### config.mk
export PLATFORM = sky130hd
export DESIGN_NAME = multicycle_control
export DESIGN_NICKNAME = d
export VERILOG_FILES = /design/src/rtl/multicycle_pkg.sv /design/src/rtl/mc_wait_counter.sv /design/src/rtl/multicycle_control.sv
export SDC_FILE = /design/constraint.sdc
export NUM_CORES = 1
export LEC_CHECK = 0
export ABC_AREA = 1
export CELL_PAD_IN_SITES_DETAIL_PLACEMENT = 1
export CELL_PAD_IN_SITES_GLOBAL_PLACEMENT = 1
export CORE_MARGIN = 5
export CORE_UTILIZATION = 29
export CTS_CLUSTER_SIZE = 25
export DETAILED_ROUTE_END_ITERATION = 10
export HOLD_SLACK_MARGIN = 0.1
export PLACE_DENSITY_LB_ADDON = 0.1
export SLEW_MARGIN = 20
export SYNTH_ARGS = -nofsm -noshare
export SYNTH_HDL_FRONTEND = slang
export SYNTH_SLANG_ARGS = --single-unit
### constraint.sdc
create_clock -name clk -period 1.9 [get_ports clk]
set_input_delay 0.38 -clock clk [delete_from_list [all_inputs] [get_ports clk]]
set_output_delay 0.38 -clock clk [all_outputs]
set_load 0.02 [all_outputs]
### src/rtl/multicycle_pkg.sv
// multicycle_pkg: shared types and encodings for the multicycle MIPS controller.
//   state_e      4-bit FSM state encoding (also exported on the debug port)
//   OP_*         opcode field values recognised in DECODE
//   ALUOP_*, PCSRC_*, SRCB_*  datapath mux / ALU control encodings
package multicycle_pkg;

  typedef enum logic [3:0] {
    StFetch  = 4'd0,
    StDecode = 4'd1,
    StMemAdr = 4'd2,
    StMemRd  = 4'd3,
    StMemWr  = 4'd4,
    StMemWb  = 4'd5,
    StREx    = 4'd6,
    StRWb    = 4'd7,
    StAddiEx = 4'd8,
    StAddiWb = 4'd9,
    StBeq    = 4'd10,
    StJump   = 4'd11,
    StHalt   = 4'd12,
    StError  = 4'd13
  } state_e;

  localparam logic [5:0] OP_RTYPE = 6'b000000;
  localparam logic [5:0] OP_ADDI  = 6'b001000;
  localparam logic [5:0] OP_LW    = 6'b100011;
  localparam logic [5:0] OP_SW    = 6'b101011;
  localparam logic [5:0] OP_BEQ   = 6'b000100;
  localparam logic [5:0] OP_J     = 6'b000010;
  localparam logic [5:0] OP_HLT   = 6'b111111;

  localparam logic [1:0] ALUOP_ADD   = 2'b00;
  localparam logic [1:0] ALUOP_SUB   = 2'b01;
  localparam logic [1:0] ALUOP_FUNCT = 2'b10;

  localparam logic [1:0] PCSRC_ALU    = 2'b00;
  localparam logic [1:0] PCSRC_ALUOUT = 2'b01;
  localparam logic [1:0] PCSRC_JUMP   = 2'b10;

  localparam logic [1:0] SRCB_B       = 2'b00;
  localparam logic [1:0] SRCB_FOUR    = 2'b01;
  localparam logic [1:0] SRCB_IMM     = 2'b10;
  localparam logic [1:0] SRCB_IMM_SH2 = 2'b11;

  // States that wait on the memory handshake and are guarded by the watchdog.
  function automatic logic is_mem_wait(state_e s);
    return (s == StFetch) || (s == StMemRd) || (s == StMemWr);
  endfunction

endpackage

### src/rtl/mc_wait_counter.sv
// mc_wait_counter: memory-handshake watchdog.
//   clk, rst  clock, synchronous active-high reset
//   clr       restart the count (takes priority over en)
//   en        a wait cycle: memory not ready in a waiting state
//   expired   this wait cycle brings the count to MAX_WAIT
module mc_wait_counter #(
  parameter int unsigned MAX_WAIT = 15
) (
  input  logic clk,
  input  logic rst,
  input  logic clr,
  input  logic en,
  output logic expired
);

  localparam int unsigned CW = $clog2(MAX_WAIT + 1);
  localparam logic [CW-1:0] Last = CW'(MAX_WAIT - 1);

  logic [CW-1:0] cnt_q;

  always_ff @(posedge clk) begin
    if (rst || clr) begin
      cnt_q <= '0;
    end else if (en) begin
      cnt_q <= cnt_q + CW'(1);
    end
  end

  // Gated by en, so a completing access in the final cycle never expires.
  assign expired = en && (cnt_q == Last);

endmodule

### src/rtl/multicycle_control.sv
// multicycle_control: FSM sequencing MIPS instructions over the multicycle datapath.
//   clk, rst      clock, synchronous active-high reset
//   opcode        IR[31:26], sampled in DECODE only
//   mem_ready     memory completes the current access this cycle
//   PCWrite .. RegDst, PCSource, ALUSrcB, ALUOp, addi   datapath controls
//   HLT, err      sticky halt / trap flags
//   state         current state for debug
module multicycle_control
  import multicycle_pkg::*;
#(
  parameter int unsigned OPW      = 6,
  parameter int unsigned ALUOPW   = 2,
  parameter int unsigned MAX_WAIT = 15
) (
  input  logic              clk,
  input  logic              rst,
  input  logic [OPW-1:0]    opcode,
  input  logic              mem_ready,
  output logic              PCWrite,
  output logic              PCWriteCond,
  output logic              IorD,
  output logic              MemRead,
  output logic              MemWrite,
  output logic              IRWrite,
  output logic              MemtoReg,
  output logic              ALUSrcA,
  output logic              RegWrite,
  output logic              RegDst,
  output logic [1:0]        PCSource,
  output logic [1:0]        ALUSrcB,
  output logic [ALUOPW-1:0] ALUOp,
  output logic              addi,
  output logic              HLT,
  output logic              err,
  output logic [3:0]        state
);

  state_e state_q, state_d;
  // lw/sw choice latched in DECODE so later opcode changes cannot redirect MEM_ADR.
  logic   is_store_q, is_store_d;
  logic   expired;

  mc_wait_counter #(
    .MAX_WAIT(MAX_WAIT)
  ) u_wait (
    .clk    (clk),
    .rst    (rst),
    .clr    (state_d != state_q),
    .en     (is_mem_wait(state_q) && !mem_ready),
    .expired(expired)
  );

  always_ff @(posedge clk) begin
    if (rst) begin
      state_q    <= StFetch;
      is_store_q <= 1'b0;
    end else begin
      state_q    <= state_d;
      is_store_q <= is_store_d;
    end
  end

  always_comb begin
    state_d    = state_q;
    is_store_d = is_store_q;
    unique case (state_q)
      StFetch: begin
        if (mem_ready)    state_d = StDecode;
        else if (expired) state_d = StError;
      end
      StDecode: begin
        is_store_d = (opcode == OPW'(OP_SW));
        case (opcode)
          OPW'(OP_RTYPE):          state_d = StREx;
          OPW'(OP_ADDI):           state_d = StAddiEx;
          OPW'(OP_LW), OPW'(OP_SW): state_d = StMemAdr;
          OPW'(OP_BEQ):            state_d = StBeq;
          OPW'(OP_J):              state_d = StJump;
          OPW'(OP_HLT):            state_d = StHalt;
          default:                 state_d = StError;
        endcase
      end
      StMemAdr: state_d = is_store_q ? StMemWr : StMemRd;
      StMemRd: begin
        if (mem_ready)    state_d = StMemWb;
        else if (expired) state_d = StError;
      end
      StMemWr: begin
        if (mem_ready)    state_d = StFetch;
        else if (expired) state_d = StError;
      end
      StREx:    state_d = StRWb;
      StAddiEx: state_d = StAddiWb;
      StRWb, StAddiWb, StMemWb, StBeq, StJump: state_d = StFetch;
      StHalt, StError: state_d = state_q;
      default: state_d = StError;
    endcase
  end

  always_comb begin
    PCWrite     = 1'b0;
    PCWriteCond = 1'b0;
    IorD        = 1'b0;
    MemRead     = 1'b0;
    MemWrite    = 1'b0;
    IRWrite     = 1'b0;
    MemtoReg    = 1'b0;
    ALUSrcA     = 1'b0;
    RegWrite    = 1'b0;
    RegDst      = 1'b0;
    PCSource    = PCSRC_ALU;
    ALUSrcB     = SRCB_B;
    ALUOp       = ALUOPW'(ALUOP_ADD);
    addi        = 1'b0;
    HLT         = 1'b0;
    err         = 1'b0;
    unique case (state_q)
      StFetch: begin
        MemRead = 1'b1;
        ALUSrcB = SRCB_FOUR;
        // IR and PC load only on the cycle the fetch completes.
        IRWrite = mem_ready;
        PCWrite = mem_ready;
      end
      StDecode: ALUSrcB = SRCB_IMM_SH2;
      StMemAdr: begin
        ALUSrcA = 1'b1;
        ALUSrcB = SRCB_IMM;
      end
      StMemRd: begin
        MemRead = 1'b1;
        IorD    = 1'b1;
      end
      StMemWr: begin
        MemWrite = 1'b1;
        IorD     = 1'b1;
      end
      StMemWb: begin
        RegWrite = 1'b1;
        MemtoReg = 1'b1;
      end
      StREx: begin
        ALUSrcA = 1'b1;
        ALUOp   = ALUOPW'(ALUOP_FUNCT);
      end
      StRWb: begin
        RegWrite = 1'b1;
        RegDst   = 1'b1;
      end
      StAddiEx: begin
        ALUSrcA = 1'b1;
        ALUSrcB = SRCB_IMM;
        ALUOp   = ALUOPW'(ALUOP_FUNCT);
        addi    = 1'b1;
      end
      StAddiWb: RegWrite = 1'b1;
      StBeq: begin
        ALUSrcA     = 1'b1;
        ALUOp       = ALUOPW'(ALUOP_SUB);
        PCWriteCond = 1'b1;
        PCSource    = PCSRC_ALUOUT;
      end
      StJump: begin
        PCWrite  = 1'b1;
        PCSource = PCSRC_JUMP;
      end
      StHalt:  HLT = 1'b1;
      StError: err = 1'b1;
      default: err = 1'b1;
    endcase
  end

  assign state = state_q;

endmodule

* Yosys cells after proc, flatten, opt, wreduce, memory -nomap -nowiden
Index checks and enable logic that the tools add are counted.
** Operators by class
- Equality and inequality tests :: 21
- Reduce and logical (&&, ||, !) cells :: 18
- Muxes and demuxes :: 23
- Add/subtract/negate cells :: 1
** Operator list (number)
- $pmux W4 S9 :: 1
- $eq A4 B4 Y1 const B :: 7
- $pmux W4 S6 :: 1
- $eq A6 B6 Y1 const B :: 3
- $eq A4 B3 Y1 const B :: 4
- $mux W4 :: 4
- $reduce_or A13 Y1 :: 1
- $mux W1 :: 12
- $reduce_or A2 Y1 :: 6
- $eq A4 B2 Y1 const B :: 2
- $pmux W2 S2 :: 2
- $eq A6 B2 Y1 const B :: 1
- $eq A6 B3 Y1 const B :: 1
- $eq A6 B4 Y1 const B :: 1
- $logic_not A6 Y1 :: 1
- $pmux W2 S3 :: 1
- $reduce_or A5 Y1 :: 1
- $add A4 B1 Y4 const B :: 1
- $eq A4 B1 Y1 const B :: 1
- $logic_not A4 Y1 :: 1
- $ne A4 B4 Y1 :: 1
- $reduce_or A4 Y1 :: 1
- $logic_or A1 B1 Y1 :: 3
- $mux W3 :: 1
- 4 further kinds :: 5
** Word-level totals
- Register bits after elaboration :: 9
- Output and inout bits :: 23
- Logic and storage cells :: 66

* Logic depth before layout (Yosys ltp)
- Depth in word-level cells :: 10
- Mapped depth :: 11
- Mapped depth without buffers :: 11

* Hierarchy
A second synthesis with hierarchy kept.
** Second synthesis, totals
- Cells, all modules :: 160
- Area total of the unflattened synthesis :: 884.6 um2
** By module, submodules not included
- multicycle_control :: area an instance 690.7 um2, seq. area each 100.1 um2, times used 1, cells an instance 133
- mc_wait_counter :: area an instance 193.9 um2, seq. area each 80.1 um2, times used 1, cells an instance 27

* Least setup slack after synthesis
Ideal clock, no wire load.
- Kind :: reg2out
- From :: register state_q[3] (netlist: state[3])
- To :: output ALUOp[0]
- Setup slack :: 151 ps
- Arrival time :: 1369 ps
- Cell stages (with the launch flop) :: 6
- Data required time :: 1520 ps
- Path buffers :: 1
- Cells stage by stage :: dfxtp_1 inv_1 nor2_1 inv_1 nor2_1 buf_4
** On the way
- Cells in the longest elaborated chain, start to end :: 3
** RTL lines
- start, declared :: line multicycle_control.sv:38 : state_e state_q, state_d;
- start signal, assigned :: line multicycle_control.sv:55 : state_q <= StFetch;
- start signal, assigned :: line multicycle_control.sv:58 : state_q <= state_d;
- $eq A4 B4 Y1 / $eq A4 B3 Y1 (equally long branches) :: line multicycle_control.sv:117 : unique case (state_q)
- $reduce_or A2 Y1 (no line)
- $pmux W2 S2 * :: line multicycle_control.sv:117
- end, declared :: line multicycle_control.sv:31 : output logic [ALUOPW-1:0] ALUOp,
Every way passes the cells marked *; elsewhere a longest branch is shown, timed or not.

* Worst setup path in the final report
- From :: register state_q[3] (netlist: state[3])
- To :: output ALUSrcA
** On the way
- Cells in the longest elaborated chain, start to end :: 3
** RTL lines
- $eq A4 B4 Y1, or another cell as far along :: line multicycle_control.sv:117
- $reduce_or A4 Y1 (no line) *
- $mux W1 * :: line multicycle_control.sv:117
- end, declared :: line multicycle_control.sv:26 : output logic ALUSrcA,
Marked as above.

==> Implementation_results.wiki <==
{| class="wikitable"
! Metric !! Value
|-
| Run status || complete, no violations
|-
| Antenna-violating nets left || 0
|-
| Fraction of final layout cells with drive strength greater than 1 || approximately a third
|-
| I/O pin total || 32
|-
| Fmax || 545 MHz
|-
| Overall die width || roughly 66 um
|-
| Clock tree from TritonCTS || done
|-
| Maximum clock path buffer count || 2
|-
| Worst IR Drop VDD || a little over 0.0006 V
|-
| Area occupied by multi-input gates || between 600 and 700 um^2
|-
| HPWL Detailed || around 2700 um
|-
| Die boundary height || roughly 66 um
|-
| Count of endpoints failing setup in the final report || 0
|-
| Number of cells produced by synthesis || about 160
|-
| Overall global routing resource usage || 15.5%
|-
| Setup TNS after final layout || 0 ns
|-
| Least setup slack across all paths after layout || approximately 0.065 ns
|-
| Final wirelength || about 3400 um
|-
| Number of synthesized register bits || 9
|-
| Data required time of the worst path || 1.52 ns
|-
| Layout Cell Area excl Fill || between 1000 and 1500 um^2
|-
| Routability Congestion || approximately 0.88
|-
| Final max-slew violation count || 0
|-
| Cell area after placement || between 1000 and 1500 um^2
|-
| Synthesized cell area || between 900 and 1000 um^2
|-
| Sequential share of the synthesized area || between 10% and 20%
|-
| Vias per inst || between 4 and 5
|-
| Fin crit share || 96.6%
|-
| Critical path capture point type || output port
|-
| Clock insertion delay at the later pin of the skew report || ~0.27 ns
|-
| Static leakage || between 0.0007 and 0.0008 uW
|-
| Gr ovfl total || 0
|-
| Largest net degree at the start of global routing || 8
|-
| Count of synthesis-stage warnings from yosys || 0
|-
| Count of input and output buffers || 31
|-
| Class of the most critical setup path || reg2out
|-
| Iteration-0 DRC count of the detailed router || 49
|-
| Relative area change from synthesis to final layout || 65.3%
|-
| Cell internal pwr || 858 uW
|-
| Post-layout min period || roughly 1.8 ns
|-
| Clock Skew || roughly 0.0063 ns
|-
| Critical Path AT || between 1 and 1.5 ns
|-
| Routed length per instance || between 10 and 15 um
|-
| Number of antenna repair diodes || 0
|-
| Part of the power in registers || around 16%
|-
| Layout filler cell count || between 400 and 500
|-
| Placed cell count || approximately 250
|-
| Worst Hold Class || reg2reg
|-
| Post-detailed-route DRC marker count || 0
|-
| Number of buffers created by CTS || 3
|-
| Router iterations before antenna repair || 2
|-
| Cell area power density || roughly 1200 nW/um^2
|-
| Max-cap check violation count || 0
|-
| Slew of the pin with the lowest slew margin || between 0.3 and 0.4 ns
|-
| Post-place setup slack || -0.219 ns
|-
| Num rows || 20
|-
| Net count, final || 221
|-
| Starting utilization of the core area || between 20 and 30%
|-
| Count of H-tree levels built during CTS || 1
|-
| Vias in the first global route || 1,174
|-
| Slew headroom || approximately 80%
|-
| Distinct cells, synth || 24
|-
| Clock Pin Slew Worst Setup and Hold Paths || around 0.07 ns
|-
| Worst Path Max Fanout || 4
|-
| Number of endpoints with negative hold slack in the final report || 0
|-
| Fraction of power spent switching nets || between 50% and 60%
|-
| Logic gate share of total power || about 76%
|-
| Total vias in the final route || about 1,200
|-
| Launching element type of the critical path || register
|-
| Global-route wire length before repair || between 5000 and 6000 um
|-
| Initial antenna violation count || 0
|-
| Die ar. || 4320 um^2
|-
| Clock power frac || approximately 8.4%
|-
| Number of sinks on the clock net || 9
|-
| Placeable Area || between 3000 and 4000 um^2
|-
| Switching pwr || ~990 uW
|-
| Final-layout worst hold slack || roughly 0.53 ns
|-
| CTS root buffer || sky130_fd_sc_hd__clkbuf_4
|-
| Reg area || 188 um^2
|-
| Post-synthesis average cell area || 5.81 um^2
|-
| Number of nets produced by synthesis || 166
|-
| Top library cells by usage in the layout, fill and taps aside || sky130_fd_sc_hd__inv_1 (25), sky130_fd_sc_hd__nand2_1 (25), sky130_fd_sc_hd__nor2_1 (24)
|-
| Final std cells w/o fill || 253
|}
cell usage after synthesis:
library cell,n,area share [%]
sky130_fd_sc_hd__a21oi_1,3,1.7
sky130_fd_sc_hd__a21oi_2,1,0.97
sky130_fd_sc_hd__a31oi_1,2,1.4
sky130_fd_sc_hd__buf_4,2,1.7
sky130_fd_sc_hd__clkinv_1,1,0.42
sky130_fd_sc_hd__dfxtp_1,9,20
sky130_fd_sc_hd__ha_1,2,2.8
sky130_fd_sc_hd__inv_1,25,10
sky130_fd_sc_hd__inv_2,3,1.2
sky130_fd_sc_hd__nand2_1,28,12
sky130_fd_sc_hd__nand2_2,7,4.9
sky130_fd_sc_hd__nand3_1,15,8.3
sky130_fd_sc_hd__nand3_2,5,5.6
sky130_fd_sc_hd__nand4_1,5,3.5
sky130_fd_sc_hd__nor2_1,29,12
sky130_fd_sc_hd__nor2_2,2,1.4
sky130_fd_sc_hd__nor3_1,4,2.2
sky130_fd_sc_hd__nor3_2,2,2.2
sky130_fd_sc_hd__o21a_1,1,0.83
sky130_fd_sc_hd__o21ai_0,3,1.7
sky130_fd_sc_hd__o21bai_1,1,0.83
sky130_fd_sc_hd__o22ai_1,2,1.4
sky130_fd_sc_hd__xnor2_1,2,1.9
sky130_fd_sc_hd__xor2_1,1,0.97
cell type report:
type	instances	share of cell area [%]
clock buffers	4	1.76
inverters	29	7.31
repair buffers	52	29.7
multi-input cells	115	44.9
well taps	44	3.70
flip-flops and latches	9	12.6
final timing paths:
kind	cells after the start	start	slack, ns	end
max	5	state[3]$_SDFF_PP0_	0.06	ALUSrcA
min	2	is_store_q$_SDFFE_PP0P_	0.53	is_store_q$_SDFFE_PP0P_
max reg2reg	11	state[3]$_SDFF_PP0_	0.14	u_wait.cnt_q[0]$_SDFFE_PP0P_
min reg2reg	2	is_store_q$_SDFFE_PP0P_	0.53	is_store_q$_SDFFE_PP0P_
cells by family (layout without fill, tap and decap cells):
group,Yosys count,count (layout),share of synthesized area [%]
and+or+nand+nor,97,97,51.8
buffers and inverters,31,85,13.7
AOI/OAI and AO/OA,13,13,8.75
DFF,9,9,20.0
xor gates and xnor gates,3,3,2.92
adders and majority gates,2,2,2.78
power by group through the flow:
| stage | registers (uW) | logic, uW | clock network (uW) |
|---|---|---|---|
| 6_report | 296 | 1400 | 156 |
| 5_1_grt | 303 | 1510 | 168 |
| 3_5_place_dp | 281 | 1350 | 0 |
| 2_1_floorplan | 304 | 693 | 0 |
| 4_1_cts | 286 | 1290 | 155 |
| 3_3_place_gp | 280 | 1320 | 0 |
repair_timing:
| action | 4_1_cts | 5_1_grt |
|---|---|---|
| gates cloned | 0 | 0 |
| resized for setup | 33 | 37 |
| endpoints found under the setup margin | 20 | 20 |
| hold buffers | 0 | 0 |
| setup buffers | 0 | 1 |
| pin swaps | 0 | 5 |
registers in the layout (all words and copies together), names as in the netlist:
| name | count |
|---|---|
| state | 4 |
| u_wait.cnt_q | 4 |
| is_store_q | 1 |
critical path: stages, from the launching register on:
cell	delay, ns
sky130_fd_sc_hd__dfxtp_2	0.37
sky130_fd_sc_hd__inv_1	0.11
sky130_fd_sc_hd__nor2_2	0.14
sky130_fd_sc_hd__nand2_1	0.12
sky130_fd_sc_hd__o21ai_0	0.09
sky130_fd_sc_hd__dlygate4sd2_1	0.35
per-layer routing:
layer	GRT usage [%]	up-vias	share of wire, %
met4	2.59	0	1.0
met5	0	-	0
li1	-	602	-
met3	2.91	5	5.2
met1	18.5	554	42
met2	28.8	23	52
metrics by stage:
step,power (uW),util [%]
after floorplan,998,-
final,1850,49.2
after detailed placement,1630,46.3
after global placement,1600,46.3
after CTS,1730,47.1
after global routing,1980,49.2
Power figures use the tool's default switching activity.
